--- src/rtl/pulse_code_gen.sv ---
// pulse_code_gen: BPSK chip-code pulse generator for the transmit sequencer.
// A GEN rising edge latches the code/timing inputs and runs one frame:
// TX (chips on TX_GATE/PHASE_BIT), optional TAIL (pad out to PULSE_LEN),
// then DONE, which holds SIGNAL_GEN_OVER until the sequencer drops GEN.
// Optional build macro PULSE_CODE_GEN_PREGEN_CHECK_EN adds PREGEN_ERR and
// rejects frames started without a PA warm-up request.
module pulse_code_gen #(
    parameter int MAX_CHIPS = 32
) (
    input  logic                 CLOCK_10M,
    input  logic                 RESET_N,
    input  logic                 GEN,
    input  logic                 PRE_GEN,
    input  logic [MAX_CHIPS-1:0] CODE,
    input  logic [15:0]          CODE_LEN,
    input  logic [15:0]          CODE_DURATION,
    input  logic [15:0]          PULSE_LEN,
    input  logic                 RF_OUTPUT_EN,
    output logic                 PA_EN,
    output logic                 TX_GATE,
    output logic                 PHASE_BIT,
    output logic                 SIGNAL_GEN_OVER,
    output logic                 GEN_BUSY
`ifdef PULSE_CODE_GEN_PREGEN_CHECK_EN
   ,output logic                 PREGEN_ERR
`endif
);

    localparam int LW = $clog2(MAX_CHIPS + 1);  // holds 1..MAX_CHIPS
    localparam int IW = $clog2(MAX_CHIPS);      // chip index 0..MAX_CHIPS-1
    localparam int FW = 21;                     // frame counter / L*D width

    typedef enum logic [1:0] {IDLE, TX, TAIL, DONE} state_t;

    state_t               state_q, state_d;
    logic                 gen_q;
    logic                 armed_q;   // GEN has been seen low since reset
    logic [MAX_CHIPS-1:0] code_q, code_d;
    logic [15:0]          dur_q, dur_d;
    logic [15:0]          plen_q, plen_d;
    logic [FW-1:0]        ld_q, ld_d;
    logic                 rf_q, rf_d;
    logic [FW-1:0]        cnt_q, cnt_d;
    logic [IW-1:0]        chip_q, chip_d;
    logic [15:0]          dcnt_q, dcnt_d;
    logic                 tx_gate_q, tx_gate_d;
    logic                 phase_q, phase_d;
    logic                 over_q, over_d;
    logic                 busy_q, busy_d;
    logic                 pa_en_q;
`ifdef PULSE_CODE_GEN_PREGEN_CHECK_EN
    logic                 err_q, err_d;
`endif

    logic                 start;
    logic [LW-1:0]        len_clamp;
    logic [15:0]          dur_clamp;
    logic [FW-1:0]        ld_clamp;
    logic [FW-1:0]        cnt_inc;

    // Clamp the requested chip count / chip duration and form L*D at full width.
    always_comb begin
        if (CODE_LEN == 16'd0)
            len_clamp = LW'(1);
        else if (CODE_LEN > 16'(MAX_CHIPS))
            len_clamp = LW'(MAX_CHIPS);
        else
            len_clamp = CODE_LEN[LW-1:0];
        dur_clamp = (CODE_DURATION == 16'd0) ? 16'd1 : CODE_DURATION;
        ld_clamp  = FW'(len_clamp) * FW'(dur_clamp);
    end

    assign start   = (state_q == IDLE) && GEN && !gen_q && armed_q;
    assign cnt_inc = cnt_q + FW'(1);

    // Next-state, frame/chip counters and next registered outputs.
    always_comb begin
        state_d = state_q;
        code_d  = code_q;
        dur_d   = dur_q;
        plen_d  = plen_q;
        ld_d    = ld_q;
        rf_d    = rf_q;
        cnt_d   = cnt_q;
        chip_d  = chip_q;
        dcnt_d  = dcnt_q;
`ifdef PULSE_CODE_GEN_PREGEN_CHECK_EN
        err_d   = err_q;
`endif
        case (state_q)
            IDLE: begin
                if (start) begin
                    code_d  = CODE;
                    dur_d   = dur_clamp;
                    plen_d  = PULSE_LEN;
                    ld_d    = ld_clamp;
                    rf_d    = RF_OUTPUT_EN;
                    cnt_d   = '0;
                    chip_d  = '0;
                    dcnt_d  = '0;
                    state_d = TX;
`ifdef PULSE_CODE_GEN_PREGEN_CHECK_EN
                    // No warm-up request: skip the burst, report completion.
                    if (!PRE_GEN) begin
                        state_d = DONE;
                        err_d   = 1'b1;
                    end
`endif
                end
            end
            TX: begin
                if (!GEN) begin
                    state_d = IDLE;
                end else begin
                    cnt_d = cnt_inc;
                    if (cnt_inc == ld_q) begin
                        state_d = (FW'(plen_q) <= ld_q) ? DONE : TAIL;
                    end else if (dcnt_q + 16'd1 == dur_q) begin
                        dcnt_d = '0;
                        chip_d = chip_q + IW'(1);
                    end else begin
                        dcnt_d = dcnt_q + 16'd1;
                    end
                end
            end
            TAIL: begin
                if (!GEN) begin
                    state_d = IDLE;
                end else begin
                    cnt_d = cnt_inc;
                    if (cnt_inc == FW'(plen_q))
                        state_d = DONE;
                end
            end
            DONE: begin
                if (!GEN)
                    state_d = IDLE;
            end
            default: state_d = IDLE;
        endcase

        tx_gate_d = (state_d == TX) && rf_d;
        phase_d   = (state_d == TX) && code_d[chip_d];
        busy_d    = (state_d != IDLE);
        over_d    = (state_d == DONE);
    end

    // State, latched frame parameters and registered outputs.
    always_ff @(posedge CLOCK_10M or negedge RESET_N) begin
        if (!RESET_N) begin
            state_q   <= IDLE;
            gen_q     <= 1'b0;
            armed_q   <= 1'b0;
            code_q    <= '0;
            dur_q     <= '0;
            plen_q    <= '0;
            ld_q      <= '0;
            rf_q      <= 1'b0;
            cnt_q     <= '0;
            chip_q    <= '0;
            dcnt_q    <= '0;
            tx_gate_q <= 1'b0;
            phase_q   <= 1'b0;
            over_q    <= 1'b0;
            busy_q    <= 1'b0;
            pa_en_q   <= 1'b0;
        end else begin
            state_q   <= state_d;
            gen_q     <= GEN;
            armed_q   <= armed_q | ~GEN;
            code_q    <= code_d;
            dur_q     <= dur_d;
            plen_q    <= plen_d;
            ld_q      <= ld_d;
            rf_q      <= rf_d;
            cnt_q     <= cnt_d;
            chip_q    <= chip_d;
            dcnt_q    <= dcnt_d;
            tx_gate_q <= tx_gate_d;
            phase_q   <= phase_d;
            over_q    <= over_d;
            busy_q    <= busy_d;
            pa_en_q   <= (PRE_GEN | busy_q) & RF_OUTPUT_EN;
        end
    end

`ifdef PULSE_CODE_GEN_PREGEN_CHECK_EN
    // Sticky warm-up violation flag, cleared only by reset.
    always_ff @(posedge CLOCK_10M or negedge RESET_N) begin
        if (!RESET_N)
            err_q <= 1'b0;
        else
            err_q <= err_d;
    end
    assign PREGEN_ERR = err_q;
`endif

    assign PA_EN           = pa_en_q;
    assign TX_GATE         = tx_gate_q;
    assign PHASE_BIT       = phase_q;
    assign SIGNAL_GEN_OVER = over_q;
    assign GEN_BUSY        = busy_q;

endmodule

--- config.mk ---
export PLATFORM = sky130hd
export DESIGN_NAME = pulse_code_gen
export DESIGN_NICKNAME = d
export VERILOG_FILES = /design/src/rtl/pulse_code_gen.sv
export SDC_FILE = /design/constraint.sdc
export NUM_CORES = 1
export LEC_CHECK = 0
export ABC_AREA = 1
export CAP_MARGIN = 20
export CORE_MARGIN = 5
export CORE_UTILIZATION = 55
export CTS_CLUSTER_SIZE = 30
export DETAILED_ROUTE_END_ITERATION = 10
export MAX_ROUTING_LAYER = met4
export PLACE_DENSITY = 0.82
export SYNTH_ARGS = -nofsm -noshare
export SYNTH_HDL_FRONTEND = slang
export SYNTH_SLANG_ARGS = --single-unit
--- constraint.sdc ---
create_clock -name CLOCK_10M -period 3.1 [get_ports CLOCK_10M]
set_input_delay 0.465 -clock CLOCK_10M [delete_from_list [all_inputs] [get_ports CLOCK_10M]]
set_output_delay 0.465 -clock CLOCK_10M [all_outputs]
set_load 0.01 [all_outputs]
==> implementation parameters <==
Parameter                              Value

Status
  Status ... finished, violations left
  Violated checks ... negative setup slack

Yosys
  Number of flip-flops and latches in the synthesized netlist ... 137
  FFs w/ async S/R, synth ... 1.00
  Average size of a mapped cell ... 7.06 um^2
  Cells after Synth ... 1586
  Post-synthesis sequential area ratio ... 0.306
  Commonest register cell after synthesis ... dfrtp_1
  Nets in the synthesized netlist ... 1779
  Warnings from Yosys ... 0
  Dominant cells by area after synthesis ... dfrtp_1 (31%), nand2_1 (16%), fa_1 (10%), inv_1 (7.8%), nand3_1 (6.1%)
  Number of distinct standard cells referenced by the synthesized netlist ... 44
  Post-synth top area cell ... dfrtp_1
  Number of synthesized flops with an enable pin ... 0
  Synthesized cell area ... 11200 um^2
  Portion of synthesized cell area occupied by the leading cell type ... 0.306

Clock network
  Insertion delay to the later sink of the worst-skew pair ... 0.44 ns
  Clock buffer count from CTS ... 17
  Maximum clock insertion buffer count ... 2
  Library cell used as clock root buffer ... clkbuf_16
  Clock Sinks ... 137
  Clock transition at path regs ... 0.06 ns
  CTS tree ... built
  H-tree levels ... 4

Setup path
  Critical path fanouts, max ... 4
  Launch instance of the worst register-to-register path ... cnt_q[1]
  CP arrival ... 5.09 ns
  Reg-to-reg setup timing slack ... -0.15 ns
  Cell type of the slowest stage on the worst timing path ... fa_1
  Worst stage delay on the critical path ... 0.57 ns
  Reg-to-Reg End ... PHASE_BIT
  Crit end category ... flip-flop
  Crit-path most repeated cell ... nand2_1
  Kind of launch point of the worst setup path ... primary input
  Worst-case reg-to-reg path depth ... 25
  Category of the critical setup timing path ... in2reg
  Req. time, crit path ... 3.40 ns

Global route
  Vias in the first global route ... 11253
  Total global routing track utilization ... 0.273
  Pin count of the biggest net entering global routing ... 67
  Antenna violations before repair ... 0
  Wire length of the first global-routing pass ... 51.5 mm
  Overflow left after global routing ... 0

STA
  Final count of pins violating max slew ... 0
  Worst setup slack after layout ... -1.69 ns
  Final clock skew ... 0.0125 ns
  Relative slew slack ... 0.541
  Max Freq ... 209 MHz
  Worst Tran Pin Value ... 0.686 ns
  Final Hold Slack ... 0.0470 ns
  Final setup violation count ... 18
  Number of failing hold endpoints at the final stage ... 0
  Setup TNS ... -19.20 ns
  RSZ-0062 raised after global routing ... true
  Final Critical Period ... 4.79 ns
  Crit share post-route ... 1.55

Finish
  Fraction of the core area covered by cells at the end of the flow ... 0.747
  Area added between synthesis and finish ... 34.1%
  Share of cells above drive strength 1 ... 0.227
  N_diodes ... 0
  Final Cell Area ... 15000 um^2
  Number of nets in the finished design ... 2014
  Final cell count without fillers ... 2104

Floorplan
  I/O pin count ... 90
  Area of the placeable core ... 20100 um^2
  Width of the chip ... 153 um
  Height of the chip ... 153 um
  Die ar. ... 23300 um^2
  Effective utilization at floorplan ... 0.557
  Num rows ... 52

Routing
  ANT nets after route ... 0
  Vias after detailed routing ... 11482
  Total detailed-routing wirelength ... 32.8 mm
  Violation count after the first detailed-routing iteration ... 772
  DR pass1 iterations ... 6
  Count of unresolved DRC violations after routing ... 0
  Average via count per standard cell ... 5.46
  Wire length per cell after detailed routing ... 15.6 um

Power
  Reported leakage power ... 7.38 nW
  Overall power after layout ... 9.43 mW
  Maximum VDD drop ... 0.000475 V
  Pwr per Cell Area ... 628 nW/um^2

Placement
  Count of buffers inserted at the top-level ports ... 89
  Placer Congestion ... 0.970
  Hpwl dp ... 23.0 mm
  Cell area after placement ... 13400 um^2
  Placed Cells ... 2036
  Worst-case setup slack after placement ... -2.72 ns

Worst hold path
  Classification of the worst-slack hold path ... in2async

Job
  Max-cap violation count ... 0
-- cells in the mapped netlist, types with 17 or more instances --
cell type,n
nand4_1,23
clkbuf_1,31
nor2_1,163
nand3_1,136
fa_1,56
xnor2_1,19
nand2_2,26
nand2_1,488
inv_1,233
ha_1,52
o21ai_0,74
dfrtp_1,137
a21oi_1,39
o22ai_1,17
-- power by group --
part           total [mW]  internal, mW  leakage [nW]  switching, mW
clock network        2.19          1.30         0.306          0.892
logic                4.42          1.69          5.32           2.73
registers            2.82          2.37          1.76          0.444
total                9.43          5.36          7.38           4.07
-- state kept, by name, summed over array words and instances, names as in the netlist, 2 cells and up --
| name | count |
|---|---|
| state_q | 2 |
| plen_q | 16 |
| code_q | 32 |
| chip_q | 5 |
| dcnt_q | 16 |
| cnt_q | 21 |
| dur_q | 16 |
| ld_q | 21 |
-- critical path, delay by kind of cell --
| kind | cells | cell delay, ns |
|---|---|---|
| adders and majority gates | 4 | 1.82 |
| AOI/OAI and AO/OA | 8 | 0.90 |
| and+or+nand+nor | 14 | 1.21 |
| buffers and inverters | 4 | 0.70 |
-- worst max-delay path by stage --
stage | slack (ns) | to | depth (start not counted) | from
2_1_floorplan | -2.01 | ld_q[19] | 28 | CODE_LEN[13]
3_3_place_gp | -2.54 | ld_q[20] | 32 | CODE_LEN[13]
3_5_place_dp | -2.72 | ld_q[20] | 32 | CODE_LEN[9]
4_1_cts | -1.60 | ld_q[20] | 33 | CODE_LEN[11]
5_1_grt | -1.99 | ld_q[20] | 30 | CODE_DURATION[15]
6_report | -1.69 | ld_q[20] | 30 | CODE_DURATION[15]
-- kinds of logic after synthesis --
logic type	count (synthesis)	synth area share
AOI/OAI and AO/OA	152	0.0738
DFF	137	0.306
xor gates and xnor gates	28	0.0219
and+or+nand+nor	884	0.344
adders and majority gates	108	0.158
buffers and inverters	277	0.0955
-- layer usage --
layer  GRT usage  up-vias  share of wire
met5           -        -              0
met1       0.327     5380           0.39
met3      0.0474      125          0.067
li1            -     5485              -
met2       0.463      492           0.50
met4       0.104        0          0.042
-- placed cells by master, fill, tap and decap left out, types with 30 or more instances in the layout --
master,count
a21oi_1,30
buf_4,146
clkdlybuf4s50_1,68
dfrtp_1,135
fa_1,54
ha_1,42
inv_1,217
nand2_1,458
nand2_2,47
nand3_1,118
nor2_1,122
nor2_4,31
o21ai_0,56
-- layout make-up --
class	instances	area [um^2]
clock inverter	15	201
fill	1404	5090
timing repair buffer	248	2170
inverter	242	923
clock buffer	17	425
tap	270	338
multi-input combinational	1175	7520
sequential	137	3430
-- what timing repair did --
action | in CTS | in global routing
gates cloned | 1 | 3
setup endpoints to repair | 20 | 33
setup buffers | 23 | 12
resized for setup | 138 | 103
pin swaps | 69 | 78
hold buffers | 0 | 0
Note: power is estimated with default switching activity, not from simulation.
